<file path="src/rtl/wb_uart_fifo_port.sv">
// wb_uart_fifo_port: Wishbone slave bridging CPU register accesses to tty byte streams
// through a pair of first-word-fall-through FIFOs.
module wb_uart_fifo_port #(
    parameter int DATA_WIDTH   = 32,
    parameter int SELECT_WIDTH = 4,
    parameter int FIFO_LOG2    = 4
) (
    input  logic                    clk,
    input  logic                    rst,
    input  logic [3:0]              adr_i,
    input  logic [DATA_WIDTH-1:0]   dat_i,
    output logic [DATA_WIDTH-1:0]   dat_o,
    input  logic                    we_i,
    input  logic [SELECT_WIDTH-1:0] sel_i,
    input  logic                    stb_i,
    input  logic                    cyc_i,
    output logic                    ack_o,
    output logic [7:0]              tx_data,
    output logic                    tx_valid,
    input  logic                    tx_ready,
    input  logic [7:0]              rx_data,
    input  logic                    rx_valid,
    output logic                    rx_ready
);
    localparam int DEPTH = 1 << FIFO_LOG2;
    localparam int CW    = FIFO_LOG2 + 1;

    logic [7:0]           tx_mem [DEPTH];
    logic [7:0]           rx_mem [DEPTH];
    logic [FIFO_LOG2-1:0] tx_wp, tx_rp, rx_wp, rx_rp;
    logic [CW-1:0]        tx_cnt, rx_cnt;
    logic                 tx_ovf;
    logic                 tx_full, tx_empty, rx_full, rx_nonempty;
    logic                 req, is_data, is_stat, data_wr;
    logic                 tx_push, tx_pop, rx_push, rx_pop, ovf_set, ovf_clr;
    logic [31:0]          status;
    logic [DATA_WIDTH-1:0] rd_val;
    logic                 unused;

    assign unused      = ^{sel_i[SELECT_WIDTH-1:1], adr_i[1:0], dat_i[DATA_WIDTH-1:8]};
    assign tx_full     = tx_cnt == CW'(DEPTH);
    assign tx_empty    = tx_cnt == '0;
    assign rx_full     = rx_cnt == CW'(DEPTH);
    assign rx_nonempty = rx_cnt != '0;
    assign tx_valid    = ~tx_empty;
    assign tx_data     = tx_mem[tx_rp];
    assign rx_ready    = ~rx_full;

    // ack_o in the request term limits the bus to one access per two cycles
    assign req     = stb_i & cyc_i & ~ack_o;
    assign is_data = adr_i[3:2] == 2'd0;
    assign is_stat = adr_i[3:2] == 2'd1;
    assign data_wr = req & we_i & is_data & sel_i[0];
    assign tx_push = data_wr & ~tx_full;
    assign ovf_set = data_wr & tx_full;
    assign ovf_clr = req & we_i & is_stat & sel_i[0] & dat_i[3];
    assign rx_pop  = req & ~we_i & is_data & sel_i[0] & rx_nonempty;
    assign tx_pop  = tx_valid & tx_ready;
    assign rx_push = rx_valid & rx_ready;

    assign status = {8'b0, 8'(tx_cnt), 8'(rx_cnt), 3'b0, rx_full, tx_ovf, tx_empty, tx_full, rx_nonempty};

    always_comb begin
        rd_val = we_i ? '0 :
                 is_data ? (rx_nonempty ? DATA_WIDTH'({23'b0, 1'b1, rx_mem[rx_rp]}) : '0) :
                 is_stat ? DATA_WIDTH'(status) : '0;
    end

    always_ff @(posedge clk or posedge rst) begin
        if (rst) begin
            ack_o  <= 1'b0;
            dat_o  <= '0;
            tx_wp  <= '0;
            tx_rp  <= '0;
            rx_wp  <= '0;
            rx_rp  <= '0;
            tx_cnt <= '0;
            rx_cnt <= '0;
            tx_ovf <= 1'b0;
        end else begin
            ack_o  <= req;
            dat_o  <= req ? rd_val : '0;
            tx_wp  <= tx_wp + FIFO_LOG2'(tx_push);
            tx_rp  <= tx_rp + FIFO_LOG2'(tx_pop);
            rx_wp  <= rx_wp + FIFO_LOG2'(rx_push);
            rx_rp  <= rx_rp + FIFO_LOG2'(rx_pop);
            tx_cnt <= tx_cnt + CW'(tx_push) - CW'(tx_pop);
            rx_cnt <= rx_cnt + CW'(rx_push) - CW'(rx_pop);
            tx_ovf <= ovf_set | (tx_ovf & ~ovf_clr);
        end
    end

    // storage needs no reset; pointers and counts define what is valid
    always_ff @(posedge clk) begin
        if (tx_push) tx_mem[tx_wp] <= dat_i[7:0];
        if (rx_push) rx_mem[rx_wp] <= rx_data;
    end
endmodule

</file>
<file path="config.mk">
export PLATFORM = sky130hd
export DESIGN_NAME = wb_uart_fifo_port
export DESIGN_NICKNAME = d
export VERILOG_FILES = /design/src/rtl/wb_uart_fifo_port.sv
export SDC_FILE = /design/constraint.sdc
export NUM_CORES = 1
export LEC_CHECK = 0
export CORE_MARGIN = 5
export CORE_UTILIZATION = 31
export DETAILED_ROUTE_END_ITERATION = 8
export DONT_BUFFER_PORTS = 1
export GPL_TIMING_DRIVEN = 0
export PLACE_DENSITY_LB_ADDON = 0.1
export SLEW_MARGIN = 30
export SYNTH_ARGS = -nofsm -noshare
export SYNTH_HDL_FRONTEND = slang
export SYNTH_SLANG_ARGS = --single-unit
export TNS_END_PERCENT = 1
</file>
<file path="constraint.sdc">
create_clock -name clk -period 5 [get_ports clk]
set_clock_uncertainty 0.2 [all_clocks]
set_input_delay 1 -clock clk [delete_from_list [all_inputs] [get_ports clk]]
set_output_delay 1 -clock clk [all_outputs]
set_load 0.02 [all_outputs]
</file>
==> out/results.tsv, run 1 <==
metric	value	unit
status	completed	
setup_viol	0	
synthCells	596	
period_minus_slack	4.08	ns
grt_usage	12.9	%
worst_slew_pin_slew	0.971	ns
numCtsBuffers	35	
clkTransAtPathRegs	0.06	ns
grt_max_degree	27	
grt_pass1_wl	41400	um
top_usage_layer	met2	
wirelength	27900	um
ys_top_cells_by_area	edfxtp_1 (63%), dfrtp_1 (9.5%), mux4_2 (8.2%)	
io_pins	98	
num-nets-final	729	
area.growth.synth_to_final	16.2	%
rsz0062_at_grt	no	
cts_tree	done	
n_antenna_cell	0	
crit_top_cell	clkbuf_1	
start_util	31.4	%
grtUsageMet1	16.2	%
peakVddDrop	0.000213	V
vias_per_cell	4.72	
cts_setup_buffers	0	
slew_violations	0	
synth_xor_xnor_area_share	1.30	%
synth_cell_types	48	
cts_hold_buf	0	
synth_top_flop_cell	edfxtp_1	
synth_area_per_cell	20.4	um2
maxCapViolations	0	
synth_top_family_by_area	multiplexers	
clk_latency	0.52	ns
hp-class	primary input to asynchronous set/reset pin	
cp_slowest_cell	clkbuf_1	
die_h	208	um
drc	0	
port_buffers	0	
crit_path_max_fanout	10	
regArea	8840	um2
avgRoutedWirePerCell	23.3	um
overflow	0	
antenna_found_initial	0	
p_per_area	509	nW/um2
muxShareOfSynthArea	15.5	%
yosysTopAreaCellShare	63.3	%
root_buffer	clkbuf_16	
fin_crit_sh	81.6	%
synth_common_cells	edfxtp_1 (256), dfrtp_1 (46), mux4_2 (44), nor2_1 (35), mux4_1 (28)	
fmax	245	MHz
drive_gt1_share	23.6	%
leakage	0.00479	uW
synth_adder_area_share	2.18	%
finalSetupTns	0	ns
grt_util_met3	3.00	%
cts_resized	0	
crit_path_end_kind	output port	
path_cells	clkbuf_1 > clkbuf_1 > mux4_1 > mux4_2	
yosysMostFrequentCell	edfxtp_1	
row_count	72	
synth_area_leader_cell	edfxtp_1	
path_class	flip-flop to output port	
die-area	43200	um2
start_kind	flip-flop	
ys_seq_area_share	72.8	%
clock_path_buffers	3	
met2_usage	22.4	%
path_buf_inv	2	
syn-cell-area	12100	um2
ys_ff_latch	302	
rrSetupSlack	1.39	ns
dp_hpwl	19000	um
drt_iter0_markers	352	
synth_edf_count	256	
cpPeakStageDelay	0.60	ns
synth_compound_area_share	1.33	%
maxSlewHeadroom	35.0	%
synthArstFlopShare	15.2	%
multi_input_area	3110	um2
crit_family	multiplexers	
core-area	38700	um2
synth_warnings	0	
vias	5654	
htree_levels	2	
grt_pass1_vias	6183	
yosys.area_share.simple	4.22	%
fp.dieW	208	um
drtAntennaViolNets	0	
utilization	36.4	%
crit_arrival	2.88	ns
critPathRequiredTime	3.80	ns
place.gp.congestion	0.707	
first_pass_iters	4	
cts_sinks	302	
fill_cells	3608	
hold_viol	0	
power by group:
part / leakage (uW) / switching [uW] / internal [uW]
Sequential: 0.00290 / 94.7 / 2950
Clock: 0.000540 / 987 / 1490
Combinational: 0.00136 / 911 / 755
Total: 0.00479 / 1990 / 5190
placed cells by master, fill, tap and decap left out, drive strengths merged, types with 2 or more instances in the layout:
cell type and n:
a21oi 5, xnor2 10, ha 18, conb 14
nand4bb 2, nor3 9, and3 2, clkinv 6
inv 17, nand3 7, nor4b 3, xor2 8
nor2b 5, clkbuf 67, nand3b 5, mux2i 13
mux4 72, fa 2, edfxtp 256, a21o 2
dfrtp 46, buf 36, bufinv 2, and2 3
nor2 35, a22o 2, o22ai 2, a211oi 6
nand2 9, mux2 2, nand2b 4
stage by stage:
stage,total power [uW],hold slack (ns),std cells,worst slack [ns],area [um2]
2_1_floorplan,4320,0.277,609,1.73,12200
3_3_place_gp,4740,0.293,1127,1.02,12800
3_5_place_dp,4810,0.301,1135,1.01,13000
4_1_cts,7310,0.0824,1199,0.825,14100
5_1_grt,7530,0.101,1199,0.759,14100
6_report,7180,0.101,1199,0.918,14100
layout make-up:
class / count / share of cell area (%)
buffer: 40 / 1.89
clock buffer: 55 / 7.11
clock inverter: 9 / 0.771
inverter: 16 / 0.443
multi-input combinational: 251 / 22.0
sequential: 302 / 62.6
tap: 518 / 4.59
timing repair buffer: 8 / 0.567
registers in the layout, summed over array words and instances, names as in the netlist:
name and cells:
dat_o 18, rx_mem 128, rx_cnt 5, tx_mem 128, tx_wp 4, tx_ovf 1, rx_rp 4, tx_cnt 5
rx_wp 4, tx_rp 4, ack_o 1
kinds of logic (layout without fill, tap and decap cells):
logic type / Yosys count / count (layout)
DFF: 302 / 302
muxes: 87 / 87
buffers and inverters: 56 / 128
and+or+nand+nor: 90 / 90
adders and majority gates: 20 / 20
AOI/OAI and AO/OA: 22 / 22
xor gates and xnor gates: 18 / 18
other: 1 / 14
layer usage:
layer,vias to the layer above,part of all wire (%)
met2,115,52
met3,42,4.7
met4,0,2.1
li1,2498,-
met5,-,0
met1,2999,42
worst paths after layout:
| kind | end | depth (start not counted) | from |
|---|---|---|---|
| max reg2reg | rx_cnt[4] | 12 | rx_cnt[2] |
| min in group clk | tx_rp[1] | 1 | tx_rp[1] |
| min | ack_o | 1 | rst |
| max | tx_data[5] | 4 | tx_rp[1] |
| max in group asynchronous | rx_cnt[0] | 2 | rst |
| min reg2reg | tx_rp[1] | 1 | tx_rp[1] |
Power figures use the tool's default switching activity.
==> run 2: changes to the inputs <==
==> constraint.sdc (replaced) <==
create_clock -name clk -period 3.8 [get_ports clk]
set_clock_uncertainty 0.2 [all_clocks]
set_input_delay 0.76 -clock clk [delete_from_list [all_inputs] [get_ports clk]]
set_output_delay 0.76 -clock clk [all_outputs]
set_load 0.02 [all_outputs]
==> run 2 against run 1 <==
Worst setup slack got worse by 0.72 ns. Cell count hardly changed. Non-clock buffer count is 1 higher. Sequential share of layout area decreased by 0.061 points. Combinational power increased by 31%. Critical path depth grew 8. Register-to-register slack worse by 1.2 ns. Hold slack better by 0.034 ns. Core utilization barely moved. Wire length hardly changed. First-iteration DRC count shrank 0.85%. Critical path type is now flip-flop to flip-flop. Largest cell class unchanged. Highest routed layer unchanged.
==> out/results.tsv, run 2 (synthesis results as in run 1) <==
metric	value	unit	change
dp_hpwl	19000	um	unchanged
vias_per_cell	4.71		-0.12%
n_antenna_cell	0		unchanged
path_buf_inv	1		-1
status	completed		
first_pass_iters	4		unchanged
rrSetupSlack	0.20	ns	-1.19 ns
maxSlewHeadroom	31.7	%	-3.3 points
wirelength	27900	um	about the same
antenna_found_initial	0		unchanged
maxCapViolations	0		unchanged
pre_cts_slack	0.0489	ns	-0.960 ns
root_buffer	clkbuf_16		
reg2reg_from	rx_cnt[2]		
leakage	0.00481	uW	+0.27%
setup_ws	0.196	ns	-0.722 ns
num-nets-final	730		+0.14%
grt_pass1_wl	41500	um	about the same
cts_setup_buffers	0		unchanged
period_minus_slack	3.60	ns	
start_util	31.4	%	unchanged
io_pins	98		unchanged
path_cells	inv_1 > ha_1 > or4b_2 > nor4b_2 > nand2_1 > xnor2_1 > ha_1 > fa_1 > a21oi_1 > nor2_1 > nor2_1 > xnor2_1		
worst_slew_pin_slew	1.02	ns	+0.0493 ns
p_comb_share	23.2	%	about the same
fill_cells	3607		-0.028%
numCtsBuffers	35		unchanged
start_kind	flip-flop		
crit_path_max_fanout	6		-4
switchingPower	2620	uW	+31%
power.share.switching	27.7	%	-0.044 points
die_h	208	um	unchanged
utilization	36.5	%	about the same
finalSetupTns	0	ns	unchanged
row_count	72		unchanged
grt_max_degree	27		unchanged
place.gp.congestion	0.707		unchanged
cp_slowest_cell	nor4b_2		
critPathRequiredTime	4.03	ns	+0.23 ns
rsz0062_at_grt	no		
pwr-share-seq	42.3	%	about the same
reg_top3	rx_mem: 128 flops, tx_mem: 128 flops, dat_o: 18 flops		
vias	5652		-0.035%
drive_gt1_share	24.0	%	+0.41 points
p_per_area	669	nW/um2	+31%
r2r_end	rx_cnt[4]		
clock_power_share	34.5	%	about the same
grt_pass1_vias	6194		+0.18%
crit_arrival	3.83	ns	+0.95 ns
crit_path_end_kind	flip-flop		
final_cell_mix	edfxtp_1 (256), dfrtp_1 (46), mux4_2 (44)		
clkTransAtPathRegs	0.06	ns	about the same
fp.dieW	208	um	unchanged
hold_viol	0		unchanged
crit_cells	12		+8
drt_iter0_markers	349		-0.85%
clk_latency	0.52	ns	about the same
reg2reg_depth	12		unchanged
crit_family	simple AND/OR/NAND/NOR gates		
min-delay-start	rx_data[0]		
avgRoutedWirePerCell	23.3	um	-0.11%
area.growth.synth_to_final	16.4	%	about the same
power.internal	6830	uW	+32%
core-area	38700	um2	unchanged
overflow	0		unchanged
cts_tree	done		
grt_usage	12.9	%	about the same
drc	0		unchanged
peakVddDrop	0.000280	V	+32%
fmax	277	MHz	
port_buffers	0		unchanged
htree_levels	2		unchanged
drtAntennaViolNets	0		unchanged
hp-class	primary input to flip-flop		
whs_path_depth	0		
cts_sinks	302		unchanged
whs_endpoint	rx_mem[9][0]		
cpPeakStageDelay	0.79	ns	+0.19 ns
layout_commonest_cell	edfxtp_1		
die-area	43200	um2	unchanged
clock_path_buffers	3		unchanged
slew_violations	0		unchanged
hold_slack	0.135	ns	+0.0340 ns
setup_viol	0		unchanged
fin_crit_sh	94.9	%	
path_class	flip-flop to flip-flop		
-- run 2: how the worst max path moves through the flow --
stage,startpoint,endpoint,slack [ns]
floorplan,adr_i[3],rx_cnt[4],0.77
detailed placement,adr_i[3],rx_cnt[4],0.05
global placement,adr_i[3],rx_cnt[4],0.06
finish,rx_cnt[2],rx_cnt[4],0.20
CTS,tx_rp[1],tx_data[3],0.13
global route,tx_rp[1],tx_data[5],0.06
-- run 2: final cells by class --
cell class / instances / area (um2) / area share, %
flip-flops and latches: 302 / 8840 / 62.5
multi-input cells: 251 / 3110 / 22.0
clock buffers: 55 / 1000 / 7.10
well taps: 518 / 648 / 4.59
plain buffers: 40 / 270 / 1.91
clock inverters: 9 / 109 / 0.770
repair buffers: 9 / 90.1 / 0.638
inverters: 16 / 62.6 / 0.443
-- run 2: power groups by stage --
stage                     clock, uW  sequential [uW]  combinational [uW]
after floorplan                   0             4030                1660
after global placement            0             4060                2170
after detailed placement          0             4070                2250
after CTS                      3360             4000                2260
after global routing           3500             4030                2390
final                          3260             4000                2190
-- run 2: per-stage QoR --
stage / total power (uW) / cell area (um2) / cells
3_5_place_dp: 6320 / 13000 / 1135
5_1_grt: 9910 / 14100 / 1200
6_report: 9450 / 14100 / 1200
2_1_floorplan: 5690 / 12200 / 609
4_1_cts: 9620 / 14100 / 1200
3_3_place_gp: 6230 / 12800 / 1127
-- run 2: layer usage --
layer,global-route usage (%),wire [um],up-vias
li1,-,-,2499
met1,16.2,11600,3004
met2,22.4,14400,107
met3,3.00,1330,42
met4,3.76,600,0
met5,0,0,-
-- run 2: repair_timing --
item	in CTS	in global routing
hold buffers	1	0
setup endpoints to repair	8	0
hold endpoints to repair	20	0
resized for setup	3	0
==> run 3: changes to the inputs <==
--- a/config.mk
+++ b/config.mk
@@ -5,6 +5,7 @@
 export SDC_FILE = /design/constraint.sdc
 export NUM_CORES = 1
 export LEC_CHECK = 0
+export CORE_ASPECT_RATIO = 1.25
 export CORE_MARGIN = 5
 export CORE_UTILIZATION = 31
 export DETAILED_ROUTE_END_ITERATION = 8
==> run 3 against run 2 <==
Core utilization decreased by 0.33 points. Sequential power about the same. Clock power decreased by 2%. Cell count decreased by 1.6%. Die area about the same. Via count decreased by 1.5%. Largest power group unchanged. Highest routed layer unchanged.
==> out/results.tsv, run 3 (synthesis results as in run 1) <==
metric	value	unit	change
status	completed		
crit_path_max_fanout	10		+4
htree_levels	2		unchanged
reg_top3	rx_mem: 128 flops, tx_mem: 128 flops, dat_o: 18 flops		
port_buffers	0		unchanged
die_h	231	um	+11%
setup_ws	0.230	ns	+0.0346 ns
area.growth.synth_to_final	15.9	%	
place_inst	1115		-1.8%
p_per_area	669	nW/um2	about the same
clk_latency	0.51	ns	about the same
drc	0		unchanged
maxCapViolations	0		unchanged
grtUsageMet1	15.0	%	-1.2 points
grt_max_degree	44		+63%
grt_usage	13.1	%	+0.19 points
final_cell_mix	edfxtp_1 (256), dfrtp_1 (46), mux4_2 (44)		
pre_cts_slack	0.214	ns	+0.165 ns
met2_usage	24.0	%	+1.6 points
final_cell_count_no_fill	1181		-1.6%
root_buffer	clkbuf_16		
crit_arrival	2.61	ns	-1.22 ns
utilization	36.2	%	-0.33 points
placed_area	13000	um2	-0.30%
hp-class	primary input to flip-flop		
die-area	43300	um2	about the same
vias	5566		-1.5%
period_minus_slack	3.57	ns	-0.0346 ns
drive_gt1_share	23.5	%	-0.59 points
start_kind	flip-flop		
startpoint	tx_rp[1]		
core-area	38900	um2	+0.46%
drt_iter0_markers	307		-12%
wirelength	28100	um	+0.81%
reg2reg_from	rx_cnt[2]		
dp_hpwl	19800	um	+4.6%
clock_path_buffers	3		unchanged
first_pass_iters	4		unchanged
numCtsBuffers	35		unchanged
drtAntennaViolNets	0		unchanged
row_count	81		+13%
fmax	280	MHz	+0.97%
vias_per_cell	4.71		about the same
layout_commonest_cell	edfxtp_1		
start_util	31.2	%	-0.15 points
grt_util_met3	3.75	%	+0.75 points
final_cell_area	14100	um2	-0.43%
path_class	flip-flop to output port		
io_pins	98		unchanged
place.gp.congestion	0.777		+9.9%
grt_pass1_wl	41900	um	+1.1%
worst_slew_pin_slew	0.941	ns	-0.0791 ns
overflow	0		unchanged
fill_cells	3678		+2.0%
slew_violations	0		unchanged
finalSetupTns	0	ns	unchanged
maxSlewHeadroom	37.0	%	+5.3 points
cts_sinks	302		unchanged
antenna_found_initial	1		+1
critPathRequiredTime	2.84	ns	-1.19 ns
cts_tree	done		
cts_setup_buffers	0		unchanged
top_usage_layer	met2		
peakVddDrop	0.000325	V	+16%
grt_pass1_vias	6135		-0.95%
leakage	0.00479	uW	-0.35%
crit_path_end_kind	output port		
fp.dieW	187	um	-10%
hold_viol	0		unchanged
rsz0062_at_grt	no		
min-delay-start	dat_i[7]		
fin_crit_sh	93.9	%	-0.91 points
setup_viol	0		unchanged
num-nets-final	730		unchanged
avgRoutedWirePerCell	23.8	um	+2.4%
clkTransAtPathRegs	0.06	ns	about the same
## run 3: changes by cell type in the layout (fill, tap and decap cells not counted), moves of 2 or more
cell        delta
nor2_1         +9
nor2_2         -9
clkbuf_1       -7
clkinvlp_4     +5
buf_4          +2
buf_6          -2
clkbuf_16      -2
clkinv_1       +2
inv_6          +2
## run 3: worst max-delay path, stage by stage, from the launching register on
cell and delay, ns:
dfrtp_1 0.35, clkbuf_1 0.30, clkbuf_2 0.39, mux4_1 0.45, mux4_2 0.60
## run 3: repair_timing
item                       4_1_cts  5_1_grt
hold endpoints to repair        20        0
setup endpoints to repair        8        5
hold buffers                     1        0
pin swaps                        0        0
resized for setup                2        2
## run 3: area by class of cell
class                           count  area (um2)  area share (%)
Sequential cell                   302        8840            62.8
Multi-Input combinational cell    251        3090            21.9
Antenna cell                        1        2.50          0.0178
Inverter                           16        62.6           0.445
Tap cell                          498         623            4.43
Clock inverter                     17         155            1.10
Clock buffer                       47         941            6.69
Buffer                             40         270            1.92
Timing Repair Buffer                9        90.1           0.640
## run 3: per-layer routing
layer / wire length, um / up-vias / part of all wire [%]
li1: - / 2499 / -
met1: 10700 / 2915 / 38
met2: 15200 / 110 / 54
met3: 1600 / 42 / 5.7
met4: 668 / 0 / 2.4
met5: 0 / - / 0
## run 3: where the power goes
part | internal, uW | total, uW | switching, uW
clock | 1890 | 3190 | 1300
combinational | 997 | 2210 | 1210
sequential | 3880 | 4010 | 130
## run 3: metrics by stage
step           total power (uW)  hold WS (ns)
2_1_floorplan              5690         0.277
3_3_place_gp               6280         0.291
3_5_place_dp               6360         0.309
4_1_cts                    9590         0.115
5_1_grt                    9890         0.117
6_report                   9410         0.136
## run 3: worst paths after layout
path                       depth (start not counted)  slack, ns           end
setup / recovery                                   4       0.23    tx_data[1]
hold / removal                                     0       0.14  tx_mem[2][7]
setup reg to reg                                  12       0.57     rx_cnt[4]
hold reg to reg                                    1       0.31      tx_rp[1]
max in group asynchronous                          3       2.55      tx_rp[1]
min in group asynchronous                          2       0.41     dat_o[11]
